<file path="config.mk">
export PLATFORM = sky130hd
export DESIGN_NAME = sequence_player
export DESIGN_NICKNAME = d
export VERILOG_FILES = /design/src/rtl/sequence_player.sv
export SDC_FILE = /design/constraint.sdc
export NUM_CORES = 1
export LEC_CHECK = 0
export BUFFER_PORTS_ARGS = -buffer_cell sky130_fd_sc_hd__buf_2
export CAP_MARGIN = 25
export CORE_MARGIN = 3
export CORE_UTILIZATION = 48
export DETAILED_ROUTE_END_ITERATION = 8
export PLACE_DENSITY = 0.74
export SETUP_SLACK_MARGIN = 0.15
export SLEW_MARGIN = 20
export SYNTH_ARGS = -nofsm -noshare
export SYNTH_HDL_FRONTEND = slang
export SYNTH_SLANG_ARGS = --single-unit
export TNS_END_PERCENT = 100
</file>
<file path="constraint.sdc">
create_clock -name clock -period 2.02 [get_ports clock]
set_input_delay 0.606 -clock clock [delete_from_list [all_inputs] [get_ports clock]]
set_output_delay 0.606 -clock clock [all_outputs]
set_load 0.1 [all_outputs]
</file>
<file path="src/rtl/sequence_player.sv">
// rtl/sequence_player.sv - LFSR-driven LED pattern player paced by rising edges of slow_clk.
// Optional replay of the last pattern is built when SEQ_PLAYER_REPLAY_EN is defined.
module sequence_player #(
    parameter int LFSR_W  = 8,
    parameter int LEN_W   = 4,
    parameter int NUM_LED = 4
) (
    input  logic               clock,
    input  logic               reset,
    input  logic               slow_clk,
    input  logic               start,
    input  logic               replay,
    input  logic [LFSR_W-1:0]  seed,
    input  logic [LEN_W-1:0]   level,
    output logic [NUM_LED-1:0] led,
    output logic               busy,
    output logic               done,
    output logic [LEN_W-1:0]   index
);

    typedef enum logic [1:0] {IDLE, ARM, SHOW, GAP} state_t;

    state_t              state_q, state_d;
    logic [LFSR_W-1:0]   lfsr_q, lfsr_d;
    logic [LEN_W-1:0]    len_q, len_d;
    logic [LEN_W-1:0]    index_q, index_d;
    logic [NUM_LED-1:0]  led_q, led_d;
    logic                busy_q, busy_d;
    logic                done_q, done_d;
    logic                slow_prev_q, slow_prev_d;
    logic                tick;
    logic                fb;
    logic [LFSR_W-1:0]   seed_fixed;

`ifdef SEQ_PLAYER_REPLAY_EN
    logic [LFSR_W-1:0]   saved_seed_q, saved_seed_d;
`else
    logic                unused_replay;
    assign unused_replay = replay;
`endif

    assign tick       = slow_clk & ~slow_prev_q;
    assign fb         = lfsr_q[LFSR_W-1] ^ lfsr_q[LFSR_W-3] ^ lfsr_q[LFSR_W-4] ^ lfsr_q[LFSR_W-5];
    // An all-zero LFSR would never leave zero, so seed 0 is promoted to 1.
    assign seed_fixed = (seed == '0) ? LFSR_W'(1) : seed;

    always_comb begin
        state_d     = state_q;
        lfsr_d      = lfsr_q;
        len_d       = len_q;
        index_d     = index_q;
        busy_d      = busy_q;
        done_d      = 1'b0;
        slow_prev_d = slow_clk;
`ifdef SEQ_PLAYER_REPLAY_EN
        saved_seed_d = saved_seed_q;
`endif
        case (state_q)
            IDLE: begin
                if (start) begin
                    lfsr_d  = seed_fixed;
                    len_d   = level;
                    index_d = '0;
                    busy_d  = 1'b1;
                    state_d = ARM;
`ifdef SEQ_PLAYER_REPLAY_EN
                    saved_seed_d = seed_fixed;
                end else if (replay) begin
                    lfsr_d  = (saved_seed_q == '0) ? LFSR_W'(1) : saved_seed_q;
                    index_d = '0;
                    busy_d  = 1'b1;
                    state_d = ARM;
`endif
                end
            end
            ARM: begin
                if (tick) state_d = SHOW;
            end
            SHOW: begin
                if (tick) state_d = GAP;
            end
            GAP: begin
                if (tick) begin
                    if (index_q == len_q) begin
                        done_d  = 1'b1;
                        busy_d  = 1'b0;
                        state_d = IDLE;
                    end else begin
                        lfsr_d  = {lfsr_q[LFSR_W-2:0], fb};
                        index_d = index_q + LEN_W'(1);
                        state_d = SHOW;
                    end
                end
            end
            default: state_d = IDLE;
        endcase
        // The LED follows the next LFSR value so a freshly stepped element shows immediately.
        led_d = (state_d == SHOW) ? (NUM_LED'(1) << lfsr_d[1:0]) : '0;
    end

    always_ff @(posedge clock) begin
        if (reset) begin
            state_q     <= IDLE;
            lfsr_q      <= LFSR_W'(1);
            len_q       <= '0;
            index_q     <= '0;
            led_q       <= '0;
            busy_q      <= 1'b0;
            done_q      <= 1'b0;
            slow_prev_q <= 1'b0;
`ifdef SEQ_PLAYER_REPLAY_EN
            saved_seed_q <= '0;
`endif
        end else begin
            state_q     <= state_d;
            lfsr_q      <= lfsr_d;
            len_q       <= len_d;
            index_q     <= index_d;
            led_q       <= led_d;
            busy_q      <= busy_d;
            done_q      <= done_d;
            slow_prev_q <= slow_prev_d;
`ifdef SEQ_PLAYER_REPLAY_EN
            saved_seed_q <= saved_seed_d;
`endif
        end
    end

    assign led   = led_q;
    assign busy  = busy_q;
    assign done  = done_q;
    assign index = index_q;

endmodule
</file>
======== Yosys cells after proc, flatten, opt, wreduce, memory -nomap -nowiden ========
Cells that the tools add are included.
word-level totals
  register bits after elaboration ......... 25
  input port bits ......................... 17
  word-level logic and storage cells ...... 56
operators by class
  $add $sub $neg .......................... 1
  eq/ne operators ......................... 9
  shift operators ......................... 1
  mux-type cells .......................... 20
  bitwise operators ....................... 8
  reduce and logical (&&, ||, !) cells .... 8
operators by type and width
  operator                                          count
  2-to-1 mux 8 bit                                  4
  case mux 8 bit (2 select lines)                   1
  2-to-1 mux 4 bit                                  3
  2-to-1 mux 2 bit                                  5
  logical NOT 8 bit                                 1
  inequality test 2 bit (second input constant)     4
  case mux 2 bit (4 select lines)                   1
  case mux 4 bit (2 select lines)                   1
  AND reduction 4 bit                               2
  == test 2 bit (second input constant)             3
  adder 4 x 1 -> 4 bit (second input constant)      1
  == test 4 bit                                     1
  2-to-1 mux 1 bit                                  4
  NOT 1 bit                                         4
  << shifter 1 x 2 -> 4 bit (first input constant)  1
  OR reduction 3 bit                                1
  bitwise XOR 1 bit                                 3
  == test 2 x 1 -> 1 bit (second input constant)    1
  logical NOT 2 bit                                 1
  case mux 1 bit (2 select lines)                   1
  AND reduction 2 bit                               1
  nonzero test 2 bit                                1
  OR reduction 2 bit                                1
  AND 1 bit                                         1

======== Logic depth before layout (Yosys ltp) ========
  depth in word-level cells ............... 7
  mapped depth ............................ 7
  gate-level depth less buffers ........... 7

======== Worst setup path after synthesis ========
OpenSTA, ideal clock, no wires.
  kind .................................... register to register
  start point ............................. reg index_q[0], in the netlist index[0]
  end point ............................... reg led_q[0], in the netlist led[0]
  setup time .............................. 62 ps
  arrival time ............................ 2253 ps
  path slack .............................. -295 ps
  stages on the path, launching flop included .. 6
  path buffers ............................ 0
  period minus slack after synthesis ...... 2315 ps
  path through ............................ dfxtp_1 -> xnor2_2 -> a41oi_4 -> and3_4 -> a221oi_2 -> and4bb_1
on the way
  cells in the longest elaborated chain, start to end .. 7
RTL lines
  element                          RTL line  text
  start, declared                  26        logic [LEN_W-1:0] index_q, index_d;
  start signal, assigned           118       index_q <= index_d;
  == test 4 bit (*)                84        if (index_q == len_q) begin
  2-to-1 mux 2 bit                 84
  2-to-1 mux 2 bit                 83        if (tick) begin
  case mux 2 bit (4 select lines)  58        case (state_q)
  == test 2 bit                    98        led_d = (state_d == SHOW) ? (NUM_LED'(1) << lfsr_d[1:0]) : '0;
  NOT 1 bit (no line)              -
  OR reduction 2 bit (no line)     -
  end signal, assigned             119       led_q <= led_d;
  end, declared                    27        logic [NUM_LED-1:0] led_q, led_d;
Every way passes the cells marked *; elsewhere a longest branch is shown, timed or not. The select of a mux whose other input is x is not followed.
A chain may end at the register's enable or synchronous reset.

======== Worst setup path in the final report ========
  start point ............................. reg index_q[0], in the netlist index[0]
  end point ............................... out index[0]
RTL lines
  element        RTL line  text
  end, declared  18        output logic [LEN_W-1:0] index
No word-level cell between the ends.

==> impl_results.md <==
- Nets in the synthesized netlist: ~160
- Number of antenna violations at the first check in global routing: 0
- Number of cells traversed by the worst hold path: 3
- Ratio of final minimum period to clock period: 88.98%
- Fin Hold WS: between 0.4 and 0.5 ns
- Net count reported at finish: 200
- Max VDD drop: between 0.7 and 0.8 mV
- Power per standard cell area: ~1200 nW/µm²
- Critical path capture point type: output port
- Final GP Congestion: slightly above 0.8
- Rel. slew slack: between 60 and 70%
- Total wirelength of the detailed-routed design: approximately 3300 µm
- Top FF cell, synth: sky130_fd_sc_hd__dfxtp_1
- DIE AREA: 3354 µm²
- DRC violation count after routing: 0
- FP Rows: 18
- Final number of setup-violating endpoints: 0
- Crit. path cell count: 1
- Worst reg2reg startpoint: state_q[0]
- Via count: around 1,200
- Commonest cells post-synth: 25 x sky130_fd_sc_hd__dfxtp_1, 15 x sky130_fd_sc_hd__nor2_1, 12 x sky130_fd_sc_hd__a21oi_1, 12 x sky130_fd_sc_hd__nand2_1
- Clk network pwr share: 10.7%
- Combined buffer and inverter count along the critical path: 1
- Cell Area, Synth: roughly 1300 µm²
- Number of standard cells after synthesis: between 100 and 150
- Leakage dissipation: about 0.00066 µW
- Number of detailed-routing iterations run before antenna repair: 4
- CP required: 1.41 ns
- List of cells traversed by the critical path: buf_2
- HPWL Detailed: 2340 µm
- Diodes inserted: 0
- TritonCTS clock tree: done
- Count of max-cap constraint violations: 0
- Count of input and output buffers: 25
- Overall power: 2074 µW
- Slew @ Worst Pin: between 0.4 and 0.5 ns
- CTS clk-pin slew, worst paths: approximately 0.14 ns
- Total global routing overflow: 0
- Number of buffers between clock root and the deepest sink: 2
- Fraction of layout cells with a size suffix above 1: a little under two fifths
- Dominant cells by area after synthesis: sky130_fd_sc_hd__dfxtp_1 39%, sky130_fd_sc_hd__ha_1 4.8%, sky130_fd_sc_hd__a21oi_1 4.6%
- Net Switching: about 900 µW
- Count of hold buffers inserted by post-cts repair: 0
- Kind of critical path: reg -> out
- Height of the die: 57.92 µm
- End point of the most critical hold path: len_q[0]
- DRC marker count from the first detailed-route iteration: 44
- Path depth of the worst reg2reg path: 8
- Leading area contributor after synthesis: sky130_fd_sc_hd__dfxtp_1
- Status: completed
- Vias in the first global route: about 1,100
- Detailed-route vias per instance: 5.681
- Proportion of power drawn by flip-flops and latches: 32.0%
- Peak per-stage delay on the critical path: 0.44 ns
- Destination of the worst register-to-register timing path: led[0]
- CTS H-tree lvls: 1
- Max frequency: 556.3 MHz
- Cell class contributing the biggest share of worst-path delay: buffers and inverters
- Syn_area_per_cell: just over 9 µm²
- Post-route setup slack: around 0.22 ns
- Routed len/inst: 15.81 µm
- Share of the synthesized area in the top cell type: 38.68%
- Crit start category: register
- Number of I/O pins: 27
- Number of clock sinks: 25
- Pins over their slew limit: 0
- Number of routed nets with antenna violations: 0
- Final period demand of the worst path: ~1.8 ns
- CP max-delay cell: sky130_fd_sc_hd__buf_2
- Pin count of the biggest net entering global routing: 21
- Arrival time at the worst endpoint: 1.19 ns
- Count of distinct cell types in the synthesized netlist: 39
- Net switching share of the total power: 44.34%
- Start point of the worst min-delay path: level[0]
- Final Hold Violating Endpoints: 0
- Setup Total Neg Slack: 0 ns
- Unrepaired setup endpoints after global routing: no
- Sequential-to-total area share from yosys stat: between 30 and 40%
- Initial Util: around 51%
- Class of the tightest hold or removal check: in -> reg
- Die X-Extent: slightly below 60 µm
- Post-placement setup slack: roughly 0.085 ns
- Relative area change from synthesis to final layout: 29.40%
- Number of flops mapped to enable cells by yosys: 0
- Combinational cell fraction of total power: 57.3%
- Skew final: between 0.008 and 0.009 ns
- Maximum fanout along the worst path: 6
- Area of the placeable core: 2522 µm²
- Total routing resource utilization after global routing: about a fifth
- First-pass GRT wire length: around 5300 µm
- Number of buffers added by the clock tree synthesis step: 3
- Internal power summed over all cells: 1154 µW
- Most common cell in the synthesized netlist: sky130_fd_sc_hd__dfxtp_1
- Worst-case register-to-register setup slack: around 0.24 ns
- Ys Warns: 0
- Register bit count reported by yosys: 25
- Async SR Flop Fraction: 0%
- Insertion delay to the later sink of the worst-skew pair: approximately 0.32 ns
- Clock root buffer: sky130_fd_sc_hd__clkbuf_4
-- how the worst max path moves through the flow --
stage               start        to  slack, ns
6_report         index[0]  index[0]       0.22
5_1_grt          len_q[0]    led[3]       0.15
4_1_cts        state_q[1]    led[0]       0.19
3_5_place_dp     slow_clk  index[3]       0.08
3_3_place_gp     slow_clk    led[0]       0.15
2_1_floorplan  state_q[1]  index[3]       0.16
-- cell families (layout without fill, tap and decap cells) --
| kind of cell | count (synthesis) | in the layout | share of synthesized area, % |
|---|---|---|---|
| adder cells (fa/ha/maj) | 5 | 5 | 4.836 |
| XOR/XNOR | 8 | 8 | 8.608 |
| AO/OA/AOI/OAI | 41 | 41 | 24.76 |
| buffers and inverters | 9 | 47 | 2.707 |
| flip-flops | 25 | 25 | 38.68 |
| AND/OR/NAND/NOR | 51 | 51 | 20.41 |
-- worst register-to-register path: cells and delay by family, from the launching register on --
family,cells,cell delay (ns)
AND/OR/NAND/NOR,2,0.41
buffers and inverters,3,0.42
adder cells (fa/ha/maj),1,0.20
AO/OA/AOI/OAI,2,0.27
flip-flops,1,0.39
-- cells in the final DEF (no fill, tap or decap), types with 2 or more instances in the layout --
cell                       netlist  routed
sky130_fd_sc_hd__clkbuf_4        0       3
sky130_fd_sc_hd__a21oi_1        12      11
sky130_fd_sc_hd__o211ai_1        4       4
sky130_fd_sc_hd__nor3b_1         2       2
sky130_fd_sc_hd__buf_2           1      25
sky130_fd_sc_hd__xor2_1          2       2
sky130_fd_sc_hd__nor2_1         15      15
sky130_fd_sc_hd__nor2b_1         4       3
sky130_fd_sc_hd__nand2_1        12      12
sky130_fd_sc_hd__a32o_1          6       6
sky130_fd_sc_hd__xnor2_1         2       2
sky130_fd_sc_hd__xnor2_4         1       4
sky130_fd_sc_hd__buf_4           0      13
sky130_fd_sc_hd__inv_1           3       2
sky130_fd_sc_hd__a221oi_2        2       2
sky130_fd_sc_hd__dfxtp_4         0       6
sky130_fd_sc_hd__nor3_1          4       4
sky130_fd_sc_hd__dfxtp_1        25      19
sky130_fd_sc_hd__ha_1            5       4
sky130_fd_sc_hd__a22oi_1         6       6
sky130_fd_sc_hd__o21ai_0         4       4
sky130_fd_sc_hd__nand2b_1        3       3
sky130_fd_sc_hd__nor4_1          2       2
-- registers in the layout, summed over array words and instances, names as in the netlist --
signal,flops
busy,1
lfsr_q,8
done,1
state_q,2
index,4
len_q,4
slow_prev_q,1
led,4
-- through the flow --
step | instance area [µm²] | utilization (%) | instances
5_1_grt | 1674 | 66.37 | 207
4_1_cts | 1582 | 62.70 | 204
2_1_floorplan | 1313 | - | 139
6_report | 1674 | 66.37 | 207
3_3_place_gp | 1523 | 60.37 | 198
3_5_place_dp | 1523 | 60.37 | 198
-- metal layers --
layer / track usage (%) / part of all wire (%)
met1: 25.62 / 44
met2: 35.48 / 51
met3: 3.563 / 3.8
met4: 5.298 / 0.58
met5: 0 / 0
-- power groups by stage --
| stage | logic (µW) | clock network, µW | registers [µW] |
|---|---|---|---|
| finish | 1190 | 222 | 663 |
| global route | 1290 | 244 | 671 |
| CTS | 1060 | 226 | 645 |
| detailed placement | 1000 | 0 | 653 |
| global placement | 985 | 0 | 644 |
| floorplan | 608 | 0 | 764 |
-- cell type report --
type	instances	area, µm²
clock buffers	3	22.52
fillers	217	848.3
repair buffers	39	242.7
well taps	30	37.54
flip-flops and latches	25	523.0
multi-input cells	105	824.5
inverters	4	18.77
clock inverters	1	5.005
-- what timing repair did --
action,CTS,global route
endpoints found under the setup margin,10,8
gates resized for setup,6,9
endpoints found under the hold margin,0,0
setup buffers,2,3
pin swaps,4,4
(Power assumes the default switching activity.)
